File: src/rtl/tribus_arbiter.sv
// Round-robin arbiter for a tri-state bus: grants one requester at a time, bounds each
// tenure to MAXBURST cycles and keeps every enable low for TURN cycles between tenures.
module tribus_arbiter #(
    parameter int N        = 4,
    parameter int MAXBURST = 8,
    parameter int TURN     = 1,
    localparam int OW      = $clog2(N)
) (
    input  logic          i_clk,
    input  logic          i_rst,
    input  logic [N-1:0]  i_req,
    output logic [N-1:0]  o_gnt,
    output logic [N-1:0]  o_en,
    output logic [OW-1:0] o_owner,
    output logic          o_busy
);

    typedef enum logic [1:0] {
        IDLE,
        GRANT,
        TURNAROUND
    } state_t;

    state_t        r_state;
    logic [N-1:0]  r_gnt;
    logic [N-1:0]  r_en;
    logic [OW-1:0] r_owner;
    logic [OW-1:0] r_ptr;
    logic [7:0]    r_bcnt;
    logic [3:0]    r_tcnt;

    logic          w_found;
    logic [OW-1:0] w_pick;
    logic [OW-1:0] w_idx;
    logic [N-1:0]  w_onehot;
    logic [OW-1:0] w_nextPtr;
    logic          w_release;

    // Scan offsets from the top down so the smallest offset from r_ptr is the last to win.
    always_comb begin
        w_found = 1'b0;
        w_pick  = '0;
        w_idx   = '0;
        for (int k = N - 1; k >= 0; k--) begin
            w_idx = OW'((int'(r_ptr) + k) % N);
            if (i_req[w_idx]) begin
                w_found = 1'b1;
                w_pick  = w_idx;
            end
        end
    end

    assign w_onehot  = {{(N-1){1'b0}}, 1'b1} << w_pick;
    assign w_nextPtr = (w_pick == OW'(N - 1)) ? '0 : w_pick + 1'b1;
    assign w_release = !i_req[r_owner] || (r_bcnt == 8'(MAXBURST));

    always_ff @(posedge i_clk) begin
        if (i_rst) begin
            r_state <= IDLE;
            r_gnt   <= '0;
            r_en    <= '0;
            r_owner <= '0;
            r_ptr   <= '0;
            r_bcnt  <= '0;
            r_tcnt  <= '0;
        end else begin
            case (r_state)
                GRANT: begin
                    if (w_release) begin
                        r_gnt   <= '0;
                        r_en    <= '0;
                        r_tcnt  <= 4'(TURN - 1);
                        r_state <= TURNAROUND;
                    end else begin
                        r_bcnt <= r_bcnt + 8'd1;
                    end
                end
                default: begin
                    // IDLE and an expired turnaround share the same arbitration step.
                    if (r_state == TURNAROUND && r_tcnt != 4'd0) begin
                        r_tcnt <= r_tcnt - 4'd1;
                    end else if (w_found) begin
                        r_gnt   <= w_onehot;
                        r_en    <= w_onehot;
                        r_owner <= w_pick;
                        r_bcnt  <= 8'd1;
                        r_ptr   <= w_nextPtr;
                        r_state <= GRANT;
                    end else begin
                        r_state <= IDLE;
                    end
                end
            endcase
        end
    end

    assign o_gnt   = r_gnt;
    assign o_en    = r_en;
    assign o_owner = r_owner;
    assign o_busy  = |r_gnt;

endmodule
File: config.mk
export PLATFORM = sky130hd
export DESIGN_NAME = tribus_arbiter
export DESIGN_NICKNAME = d
export VERILOG_FILES = /design/src/rtl/tribus_arbiter.sv
export SDC_FILE = /design/constraint.sdc
export NUM_CORES = 1
export LEC_CHECK = 0
export CAP_MARGIN = 20
export CORE_AREA = 2 2 55 57
export DETAILED_ROUTE_END_ITERATION = 10
export DIE_AREA = 0 0 57 59
export DONT_BUFFER_PORTS = 1
export HOLD_SLACK_MARGIN = 0.03
export PLACE_DENSITY = 0.68
export SLEW_MARGIN = 15
export SYNTH_ARGS = -nofsm -noshare
export SYNTH_HDL_FRONTEND = slang
export SYNTH_SLANG_ARGS = --single-unit
File: constraint.sdc
create_clock -name i_clk -period 3.8 [get_ports i_clk]
set_input_delay 0.19 -clock i_clk [delete_from_list [all_inputs] [get_ports i_clk]]
set_output_delay 0.19 -clock i_clk [all_outputs]
set_load 0.005 [all_outputs]
### After elaboration in Yosys (flattened, before gate mapping)

Cells that the tools add are included.

| storage, ports and cells | value |
|---|---|
| bits in registers | 22 |
| bits in latches | 0 |
| memory bits (writable) | 0 |
| memory bits (read-only) | 0 |
| bits of input ports | 6 |
| output and inout bits | 11 |
| word-level logic and storage cells | 72 |
| memories kept | 0 |

| operators by class | value |
|---|---|
| add/sub/neg operators | 6 |
| multiply operators | 0 |
| divide/modulo/power cells | 0 |
| order comparisons | 5 |
| eq/ne operators | 7 |
| shifts and indexed selects | 1 |
| multiplexer cells | 33 |
| bitwise logic cells | 2 |
| reduce and logical (&&, ||, !) cells | 12 |

Operators by type and width:

| cell | count |
|---|---|
| 2-to-1 mux 8 bit | 4 |
| 2-to-1 mux 4 bit | 6 |
| 2-to-1 mux 2 bit | 8 |
| < comparator 2 x 3 -> 1 bit, second input constant | 5 |
| binary-select mux 1 bit (select 2 bit) | 5 |
| 2-to-1 mux 1 bit | 10 |
| AND reduction 3 bit | 3 |
| adder 8 x 1 -> 8 bit, second input constant | 1 |
| equality test 8 x 4 -> 1 bit, second input constant | 1 |
| adder 2 x 1 -> 2 bit, second input constant | 2 |
| adder 2 bit, second input constant | 2 |
| equality test 2 bit, second input constant | 2 |
| inequality test 2 bit, second input constant | 2 |
| AND reduction 2 bit | 2 |
| nonzero test 2 bit | 2 |
| nonzero test 4 bit | 1 |
| OR reduction 4 bit | 1 |
| << shifter 1 x 2 -> 4 bit, first input constant | 1 |
| subtractor 4 x 1 -> 4 bit, second input constant | 1 |
| equality test 2 x 1 -> 1 bit, second input constant | 1 |
| inequality test 2 x 1 -> 1 bit, second input constant | 1 |
| NOT 1 bit | 2 |
| logical AND 1 bit | 1 |
| logical NOT 1 bit | 1 |
| logical OR 1 bit | 1 |

### Logic depth before layout (Yosys ltp)

Gate-level depths: netlist of the first run.

| depth | value |
|---|---|
| depth in word-level cells | 11 |
| gate-level depth with buffers | 9 |
| mapped depth without buffers | 8 |

### Worst setup path before layout of the first run

OpenSTA, ideal clock, no wires.

| timing | value |
|---|---|
| kind | register -> register |
| start point | reg r_ptr[1] |
| end point | reg r_en[3], in the netlist o_en[3] |
| library setup time | 92 ps |
| arrival | 1599 ps |
| data required time | 3708 ps |
| slack | 2109 ps |
| stages on the path, launching flop included | 8 |
| path buffers | 1 |
| clock period less this slack | 1691 ps |
| cells stage by stage | dfxtp_1 clkbuf_1 mux2i_1 nor2_1 nor3_1 ha_1 inv_1 o32ai_1 |

| between the ends | value |
|---|---|
| longest elaborated chain between the ends | 11 |
| elaborated cells on any way between the ends | 25 |
| those cells by class | 3 x add/sub; 1 x shift; 19 x mux; 2 x reduce/logical |

RTL lines:

| item | line | RTL |
|---|---|---|
| from (decl) | 28 | `logic [OW-1:0] r_ptr;` |
| from (signal assigned) | 87 | `r_ptr <= w_nextPtr;` |
| adder 2 bit | 45 | `w_idx = OW'((int'(r_ptr) + k) % N);` |
| binary-select mux 1 bit (select 2 bit) | 46 | `if (i_req[w_idx]) begin` |
| 2-to-1 mux 1 bit (implied by the code) | 46 |  |
| 2-to-1 mux 2 bit (4 in a row) | 46 |  |
| << shifter 1 x 2 -> 4 bit | 53 | `assign w_onehot = {{(N-1){1'b0}}, 1'b1} << w_pick;` |
| 2-to-1 mux 4 bit | 82 | `end else if (w_found) begin` |
| 2-to-1 mux 4 bit | 80 | `if (r_state == TURNAROUND && r_tcnt != 4'd0) begin` |
| 2-to-1 mux 4 bit | 67 | `case (r_state)` |
| to (signal assigned) | 84 | `r_en <= w_onehot;` |
| to (decl) | 26 | `logic [N-1:0] r_en;` |

Parallel ways exist; a longest one is shown, timed or not. The select of a mux whose other input is x is not followed.
A chain may end at the register's enable or synchronous reset.

### Final worst setup path of the first run

| timing | value |
|---|---|
| start point | reg r_tcnt[0] |
| end point | reg r_owner[0], in the netlist o_owner[0] |

| between the ends | value |
|---|---|
| longest elaborated chain between the ends | 4 |

RTL lines:

| item | line | RTL |
|---|---|---|
| from (decl) | 30 | `logic [3:0] r_tcnt;` |
| from (signal assigned) | 72 | `r_tcnt <= 4'(TURN - 1);` |
| from (signal assigned) | 81 | `r_tcnt <= r_tcnt - 4'd1;` |
| nonzero test 4 bit | 80 |  |
| logical AND 1 bit | 80 |  |
| NOT 1 bit (no source line) | - |  |
| AND reduction 3 bit (no source line) | - |  |
| to (signal assigned) | 85 | `r_owner <= w_pick;` |
| to (decl) | 27 | `logic [OW-1:0] r_owner;` |

No other way between the ends.

==> results.toml, run 1 <==
[status]
status = "finished clean"

[placement]
dp_slack_ns = 1.869
placed_cells = 172
dp_hpwl_mm = 1.958
dpl_cell_area_sq_um = 1306
globalplace.congestion = 0.7472
port-buffer-count = 0

[finish]
final-instance-count-excl-fill = 176
n_antenna_cell = 0
finalCoreUtilization = 0.4940
area_growth_syn_to_layout_pct = 1.711
drive_gt1_frac = 0.1103
fin_nets = 161
design_area_sq_um = 1339

[logic_synthesis]
synth_cell_type_count = 45
synth_edf_count = 0
async_flop_share = 0
ys_seq_elements = 22
syn_inst = 149
ys.flop_type = "dfxtp_1"
ys_seq_area_frac = 0.3346
syn_area_sq_um = 1316
avgSynthCellArea_sq_um = 8.834
synth_nets = 163
ys_warn_count = 0

[detailed_routing]
vias_per_cell = 6.148
drtPass1Iterations = 4
drt-initial-drc-count = 42
post_drt_wl_per_cell_um = 15.38
wl_mm = 2.706
vias = 1082
drc = 0
ant_nets = 0

[die]
die_h_um = 59
ios = 17
dieArea_sq_um = 3363
core-area_sq_um = 2710
core.rowCount = 19
die_w_um = 57
start_util = 0.4857

[pwr]
power_leakage_nw = 0.4620
vdd_drop_max_v = 0.0002220
power_mw = 0.4847
p_per_area_nw_per_um2 = 362.1

[setup_path]
critPathMaxFanout = 14
cp-endpoint = "o_owner[0]"
crit_chain = "inv_1 > ha_1 > nor3b_1 > o211ai_2 > and3_1 > a31o_2"
r2r-end = "o_owner[0]"
r2r_start = "r_tcnt[0]"
cp-start-kind = "register"
end_kind = "register"
max_stage_delay_ns = 0.41
rrSetupSlack_ns = 1.87
worstPathRequired_ns = 4.02
crit_type = "register to register"
cp_slowest_cell = "nor3b_1"
r2r_cells = 6
critPathArrivalTime_ns = 2.14
startpoint = "r_tcnt[0]"

[sta]
min_period_over_period = 0.5074
tightest_slew_ns = 0.5715
tns_ns = 0
setup_slack_ns = 1.872
hold_viol = 0
max_slew_margin = 0.6179
final-max-slew-violation-count = 0
grt_setup_unrepaired = "no"
fmax_ghz = 0.5186
setup_viol = 0
skew_ns = 0.001178
holdWs_ns = 0.1453
min_period_ns = 1.928

[cts]
clk_latency_ns = 0.31
numCtsBuffers = 3
clock_path_buffers = 2
root_buffer = "clkbuf_4"
cts_tree = "yes"
cts.repair.resized = 0
clock-sinks = 22
clk_pin_slew_worst_paths_ns = 0.12
cts_max_level = 1

[global_route]
grt_antenna_before_repair = 0
track_usage = 0.1771
grt_max_degree = 15
grt_pass1_wl_mm = 4.692
gr-total-overflow = 0
grt_pass1_vias = 1047

[hold_path]
hp-class = "input pin to register"

[job]
drv_cap = 0
==> routing by layer <==
layer / up-vias / share of wire / track usage
met5: - / 0 / 0
met4: 0 / 0.016 / 0.06977
met3: 5 / 0.020 / 0.02402
met2: 14 / 0.48 / 0.2972
met1: 522 / 0.48 / 0.2320
li1: 541 / - / -
==> worst max-delay path, delay by kind of cell, from the launching register on <==
family          cells  cell delay, ns
simple gates        2            0.70
buf+inv             1            0.11
flops               1            0.34
compound gates      2            0.52
fa+ha+maj           1            0.17
==> cells by family (layout without fill, tap and decap cells) <==
kind of cell	count (synthesis)	after routing	share of synthesized area
and+or+nand+nor	55	55	0.2414
AOI/OAI and AO/OA	39	39	0.2358
DFF	22	22	0.3346
buffers and inverters	20	16	0.07129
adders and majority gates	8	8	0.07605
muxes	3	3	0.02756
xor gates and xnor gates	2	2	0.01331
==> placed cells by master, fill, tap and decap left out, types with 2 or more instances in the layout <==
cell type,n
o32ai_1,6
a31o_2,2
ha_1,8
clkbuf_4,3
o21ai_0,4
inv_1,12
nand2b_1,4
or4_1,3
xor2_1,2
nand4_1,2
or3_1,3
nand3_1,11
o31ai_1,2
o21a_1,2
nor3b_1,3
nor3_1,4
a21oi_1,12
nand2_1,12
nor2_1,3
dfxtp_1,22
==> report_power, final <==
group          total [mW]  switching, mW  internal (mW)
registers           0.270         0.0232          0.247
clock network       0.106         0.0693         0.0371
logic               0.108         0.0631         0.0449
==> cell usage after synthesis, drive strengths merged (2+ instances only) <==
library cell / instances / area [sq um]
clkbuf: 3 / 11.26
dfxtp: 22 / 440.4
a21oi: 13 / 68.82
o21ai: 4 / 20.02
nor2: 3 / 11.26
inv: 12 / 45.04
a31o: 2 / 17.52
or3: 3 / 18.77
o32ai: 6 / 52.55
nor3: 4 / 20.02
nand3: 11 / 55.05
o31ai: 2 / 15.01
xor2: 2 / 17.52
nand2: 12 / 45.04
buf: 5 / 37.54
o21a: 2 / 15.01
mux2: 2 / 26.27
o221ai: 2 / 23.77
ha: 8 / 100.1
nand4: 2 / 12.51
or4: 4 / 33.78
nor3b: 3 / 22.52
nand2b: 4 / 25.02
==> flip-flops by register name, indices dropped and copies added (netlist names) <==
signal and cells:
o_en 4, o_owner 2, r_bcnt 8, r_ptr 2, r_state 2, r_tcnt 4
==> worst min-delay path by stage <==
stage	to	from	slack, ns	depth (start not counted)
2_1_floorplan	o_en[1]	i_rst	0.31	1
3_5_place_dp	r_bcnt[1]	i_rst	0.26	1
3_3_place_gp	r_bcnt[1]	i_rst	0.26	1
5_1_grt	o_owner[1]	i_req[3]	0.17	2
4_1_cts	o_owner[1]	i_req[3]	0.14	2
6_report	o_owner[1]	i_req[3]	0.15	2
==> area by class of cell <==
type                       count  area [sq um]
tap                           31         38.79
clock buffer                   3         22.52
inverter                      12         45.04
sequential                    22         440.4
fill                         257          1371
timing repair buffer           1         10.01
multi-input combinational    107         782.0
==> what timing repair did <==
item	in CTS	in global routing
hold buffers	1	0
buffers inserted	0	0
endpoints found under the hold margin	13	0
No activity file was read; power rests on OpenSTA's default activity.
==> inputs of run 2 (changes only) <==
--- a/config.mk
+++ b/config.mk
@@ -5,13 +5,14 @@
 export SDC_FILE = /design/constraint.sdc
 export NUM_CORES = 1
 export LEC_CHECK = 0
+export ABC_AREA = 1
 export CAP_MARGIN = 20
-export CORE_AREA = 2 2 55 57
+export CORE_AREA = 2 2 59 61
 export DETAILED_ROUTE_END_ITERATION = 10
-export DIE_AREA = 0 0 57 59
+export DIE_AREA = 0 0 61 63
 export DONT_BUFFER_PORTS = 1
 export HOLD_SLACK_MARGIN = 0.03
-export PLACE_DENSITY = 0.68
+export PLACE_DENSITY = 0.7
 export SLEW_MARGIN = 15
 export SYNTH_ARGS = -nofsm -noshare
 export SYNTH_HDL_FRONTEND = slang
==> constraint.sdc (replaced) <==
create_clock -name i_clk -period 1.7 [get_ports i_clk]
set_input_delay 0.085 -clock i_clk [delete_from_list [all_inputs] [get_ports i_clk]]
set_output_delay 0.085 -clock i_clk [all_outputs]
set_load 0.005 [all_outputs]
==> run 2 against run 1 <==
Power grew to 5.6 times the previous value. Sequential share of layout area decreased by 5.9 points. Setup slack got worse by 1.8 ns. Routed wire length increased by 7.2%. Sequential power rose to 3.0 times the previous value. Critical endpoint is now o_en[0].
==> results.toml, run 2 <==
[status]
status = "finished clean"

[pwr]
pwr-share-seq = 0.297
power_frac_comb = 0.554
p_switching_mw = 1.280
vdd_drop_max_v = 0.0008557
power_mw = 2.729
p_per_area_nw_per_um2 = 1652
swShare = 0.4692
power_leakage_nw = 0.7427
p_clk_frac = 0.149
p_int_mw = 1.448

[setup_path]
cp-start-kind = "register"
critPathArrivalTime_ns = 1.81
end_kind = "register"
worstPathRequired_ns = 1.92
crit_type = "register to register"
critPathMaxFanout = 8

[cts]
clk_latency_ns = 0.31
clock_path_buffers = 2
cts_tree = "yes"
numCtsBuffers = 3
post_cts_buffers = 0
cts_max_level = 1
clk_pin_slew_worst_paths_ns = 0.13
clock-sinks = 22
root_buffer = "clkbuf_4"

[logic_synthesis]
syn_area_sq_um = 1516
synth_commonest_cells = "58 x nand2_1, 26 x inv_1, 24 x nand3_1, 22 x dfxtp_1, 15 x nor2_1"
avgSynthCellArea_sq_um = 6.862
async_flop_share = 0
synth_top_area_frac = 0.2904
synth_cell_type_count = 32
synth_edf_count = 0
ys_seq_area_frac = 0.2904
synth_area_leader_cell = "dfxtp_1"
synth_area_leaders = "dfxtp_1 29%, nand2_1 14%, nand3_1 7.9%"
syn_inst = 221
synth_nets = 235
ys_seq_elements = 22
ys_warn_count = 0
yosysMostFrequentCell = "nand2_1"
ys.flop_type = "dfxtp_1"

[detailed_routing]
vias_per_cell = 4.827
vias = 1313
wl_mm = 2.902
post_drt_wl_per_cell_um = 10.67
routedLengthMet1_mm = 1.463
ant_nets = 0
drtPass1Iterations = 4
top_layer = "met4"
met2_length_mm = 1.345
drc = 0
dr_wl_met3_um = 62
drt-initial-drc-count = 34

[placement]
dp_hpwl_mm = 2.175
port-buffer-count = 0
globalplace.congestion = 0.8345
dpl_cell_area_sq_um = 1577

[finish]
n_antenna_cell = 0
drive_gt1_frac = 0.1947
design_area_sq_um = 1652
mostFrequentLayoutCell = "nand2_1"
area_growth_syn_to_layout_pct = 8.911
fin_nets = 241
num-fill-cells = 316
top_register = "r_bcnt"
final_cell_mix = "57 x nand2_1, 25 x inv_1, 24 x nand3_1"
largest_register_ffs = 8
finalCoreUtilization = 0.5110

[global_route]
grt_antenna_before_repair = 0
grt_max_degree = 14
grt_pass1_vias = 1215
track_usage = 0.1709
gr-total-overflow = 0
grt_pass1_wl_mm = 5.175

[sta]
hold_viol = 0
max_slew_margin = 0.6333
final-max-slew-violation-count = 0
grt_setup_unrepaired = "yes"
tightest_slew_ns = 0.5483
min_period_over_period = 0.9383
setup_viol = 0
fmax_ghz = 0.6269
holdWs_ns = 0.2418
min_period_ns = 1.595
skew_ns = 0.002095

[die]
die_w_um = 61
die_h_um = 63
ios = 17
core-area_sq_um = 3232
start_util = 0.4692
core.rowCount = 21
dieArea_sq_um = 3843

[hold_path]
hp-class = "input pin to register"

[job]
drv_cap = 0
[run 2: changes by cell type after synthesis, moves of 5 or more]
cell     delta
inv_1      +14
nand2_1    +46
nand3_1    +13
o21ai_1     +5
nand2_2    +11
nand2_4     +5
o32ai_1     -6
nor2_1     +12
[run 2: cell type report]
class	instances	area, sq um	area share
clock buffers	3	22.52	0.01364
inverters	30	115.1	0.06970
well taps	46	57.56	0.03485
repair buffers	8	62.56	0.03788
flip-flops and latches	22	445.4	0.2697
multi-input cells	162	918.4	0.5561
clock inverters	1	30.03	0.01818
[run 2: stage by stage]
step                setup slack, ns  std cells  TNS [ns]
floorplan                    0.1462        221         0
global placement            0.02070        267         0
detailed placement         -0.01455        267  -0.02970
CTS                         0.06302        272         0
global route               -0.01437        272  -0.01437
finish                       0.1049        272         0
[run 2: final timing paths]
check / end / start / cells past startpoint / slack [ns]
worst max-delay path: o_en[0] / r_ptr[0] / 12 / 0.10
worst min-delay path: r_state[0] / i_req[0] / 6 / 0.24
worst max register to register: o_en[0] / r_ptr[0] / 12 / 0.10
worst min register to register: r_tcnt[1] / r_tcnt[1] / 2 / 0.48
[run 2: logic make-up (layout without fill, tap and decap cells)]
group,after synthesis,after routing,share of synthesized area
fa+ha+maj,8,8,0.06601
buf+inv,37,42,0.1089
flops,22,22,0.2904
compound gates,24,24,0.09159
xor+xnor,3,3,0.01733
simple gates,127,127,0.4258
[run 2: layer usage]
metal / vias to the layer above / global-route usage
li1: 709 / -
met4: 0 / 0.05707
met2: 12 / 0.2742
met5: - / 0
met3: 2 / 0.03106
met1: 590 / 0.2263
[run 2: power groups by stage]
stage	clock network, mW	logic, mW	registers [mW]
2_1_floorplan	0	1.25	0.765
3_3_place_gp	0	1.46	0.811
3_5_place_dp	0	1.47	0.815
4_1_cts	0.426	1.49	0.806
5_1_grt	0.440	1.70	0.831
6_report	0.408	1.51	0.810
[run 2: worst max-delay path, cell delays in order (launching register included)]
cell	delay (ns)
dfxtp_4	0.40
inv_4	0.09
nand2_1	0.07
and2_4	0.15
nand2_1	0.05
nand2_1	0.05
nand2_1	0.05
nand3_1	0.07
nand2_1	0.14
inv_1	0.10
ha_1	0.20
nand2_1	0.07
o21ai_1	0.06
[run 2: what timing repair did]
item	CTS	global route
endpoints found under the setup margin	5	12
gates resized for setup	1	5
hold endpoints to repair	18	0
hold buffers	1	0
==> inputs of run 3 (changes only) <==
--- a/config.mk
+++ b/config.mk
@@ -8,6 +8,7 @@
 export ABC_AREA = 1
 export CAP_MARGIN = 20
 export CORE_AREA = 2 2 59 61
+export CTS_BUF_LIST = sky130_fd_sc_hd__clkbuf_2
 export DETAILED_ROUTE_END_ITERATION = 10
 export DIE_AREA = 0 0 61 63
 export DONT_BUFFER_PORTS = 1
==> run 3 against run 2 <==
Via count increased by 0.69%. Register-to-register slack barely moved. Global-route usage unchanged. Combinational power about the same. Critical path depth shrank 2. Sequential share of layout area unchanged. Clock-buffer cell count unchanged. Power down 0.96%. Setup slack improved by 0.0023 ns. Critical path type unchanged. Largest cell class unchanged.
==> results.toml, run 3 (same netlist as run 2, synthesis figures left out) <==
[setup_path]
critPathMaxFanout = 8
crit_type = "register to register"
critPathArrivalTime_ns = 1.88
critPathBufInv = 2
cp_top_family = "simple AND/OR/NAND/NOR gates"
r2r_start = "r_ptr[0]"
cp-start-kind = "register"
cp_slowest_cell = "dfxtp_4"
max_stage_delay_ns = 0.45
r2r_cells = 10
r2r-end = "r_ptr[0]"
worstPathRequired_ns = 1.98
end_kind = "register"
crit_chain = "nand2_1 > and2_4 > nor2_4 > inv_1 > nand3_1 > nand2_2 > ha_1 > inv_1 > nand3_1 > o21ai_1"
rrSetupSlack_ns = 0.11

[global_route]
grt_pass1_vias = 1215
track_usage = 0.1709
grt_antenna_before_repair = 0
grt_max_degree = 14
grt_pass1_wl_mm = 5.175
gr-total-overflow = 0

[sta]
fmax_ghz = 0.6278
tightest_slew_ns = 0.5479
hold_viol = 0
min_period_ns = 1.593
final-max-slew-violation-count = 0
grt_setup_unrepaired = "yes"
skew_ns = 0.002651
setup_viol = 0
max_slew_margin = 0.6335
min_period_over_period = 0.9370

[finish]
mostFrequentLayoutCell = "nand2_1"
finalCoreUtilization = 0.5110
n_antenna_cell = 0
drive_gt1_frac = 0.2035
top_register = "r_bcnt"
design_area_sq_um = 1652
final_cell_mix = "56 x nand2_1, 25 x inv_1, 23 x nand3_1"
fin_nets = 241
num-fill-cells = 318
largest_register_ffs = 8
area_growth_syn_to_layout_pct = 8.911

[placement]
port-buffer-count = 0
dp_hpwl_mm = 2.175
dpl_cell_area_sq_um = 1577
globalplace.congestion = 0.8345

[detailed_routing]
drt-initial-drc-count = 33
drtPass1Iterations = 4
vias_per_cell = 4.860
ant_nets = 0
post_drt_wl_per_cell_um = 10.84
vias = 1322
wl_mm = 2.949
drc = 0

[pwr]
power_leakage_nw = 0.7421
p_per_area_nw_per_um2 = 1636
vdd_drop_max_v = 0.0008549

[die]
core-area_sq_um = 3232
ios = 17
die_w_um = 61
die_h_um = 63
core.rowCount = 21
dieArea_sq_um = 3843
start_util = 0.4692

[status]
status = "finished clean"

[cts]
cts_max_level = 1
numCtsBuffers = 3
cts_tree = "yes"
clock-sinks = 22
clk_latency_ns = 0.33
clk_pin_slew_worst_paths_ns = 0.22
clock_path_buffers = 2
root_buffer = "clkbuf_2"

[hold_path]
hp-class = "input pin to register"
hold_depth = 6
hold_start = "i_req[0]"
hold_path_end = "r_state[0]"

[job]
drv_cap = 0
[run 3: cell counts in the layout (fill, tap and decap cells not counted)]
Identical to the previous run, type by type.
[run 3: report_power, final]
part	leakage (nW)	total [mW]	internal (mW)	switching, mW
logic	0.535	1.52	0.545	0.977
clock network	0.0266	0.371	0.203	0.168
registers	0.181	0.810	0.666	0.144
[run 3: worst max-delay path by stage]
stage	start	endpoint	slack, ns	cells after the start
4_1_cts	r_ptr[0]	r_ptr[0]	0.05	13
3_3_place_gp	r_ptr[0]	o_en[0]	0.02	11
5_1_grt	r_ptr[0]	r_ptr[0]	-0.02	11
2_1_floorplan	r_ptr[0]	r_ptr[1]	0.15	11
3_5_place_dp	r_ptr[0]	o_en[0]	-0.01	11
6_report	r_ptr[0]	r_ptr[0]	0.11	10
[run 3: area by class of cell]
type | count | area (sq um) | area share
Inverter | 30 | 115.1 | 0.06970
Clock inverter | 1 | 30.03 | 0.01818
Clock buffer | 3 | 15.01 | 0.009091
Timing Repair Buffer | 8 | 62.56 | 0.03788
Multi-Input combinational cell | 162 | 925.9 | 0.5606
Tap cell | 46 | 57.56 | 0.03485
Sequential cell | 22 | 445.4 | 0.2697
[run 3: repair_timing]
action                                  4_1_cts  5_1_grt
hold buffers                                  1        0
endpoints found under the setup margin        5       13
pin swaps                                     0        1
setup buffers                                 0        0
hold endpoints to repair                     22        0
resized for setup                             1        7
[run 3: worst reg2reg max path, stage by stage (launching register included)]
cell and delay (ns):
dfxtp_4 0.45, nand2_1 0.11, and2_4 0.18, nor2_4 0.10, inv_1 0.06, nand3_1 0.11, nand2_2 0.09, ha_1 0.19
inv_1 0.07, nand3_1 0.08, o21ai_1 0.11
[run 3: metrics by stage]
step | setup WS (ns) | instances | hold WS, ns | setup TNS [ns] | total power [mW]
after floorplan | 0.1462 | 221 | 0.2384 | 0 | 2.018
after global placement | 0.02070 | 267 | 0.1562 | 0 | 2.267
after detailed placement | -0.01455 | 267 | 0.1580 | -0.02970 | 2.288
after CTS | 0.04897 | 272 | 0.1596 | 0 | 2.686
after global routing | -0.01978 | 272 | 0.2001 | -0.01978 | 2.939
final | 0.1072 | 272 | 0.1991 | 0 | 2.703
[run 3: per-layer routing]
layer	routed length [um]	share of wire	global-route usage	vias to the layer above
met4	29	0.0098	0.05707	0
li1	-	-	-	711
met3	62	0.021	0.03106	2
met5	0	0	0	-
met1	1485	0.50	0.2263	597
met2	1370	0.46	0.2742	12
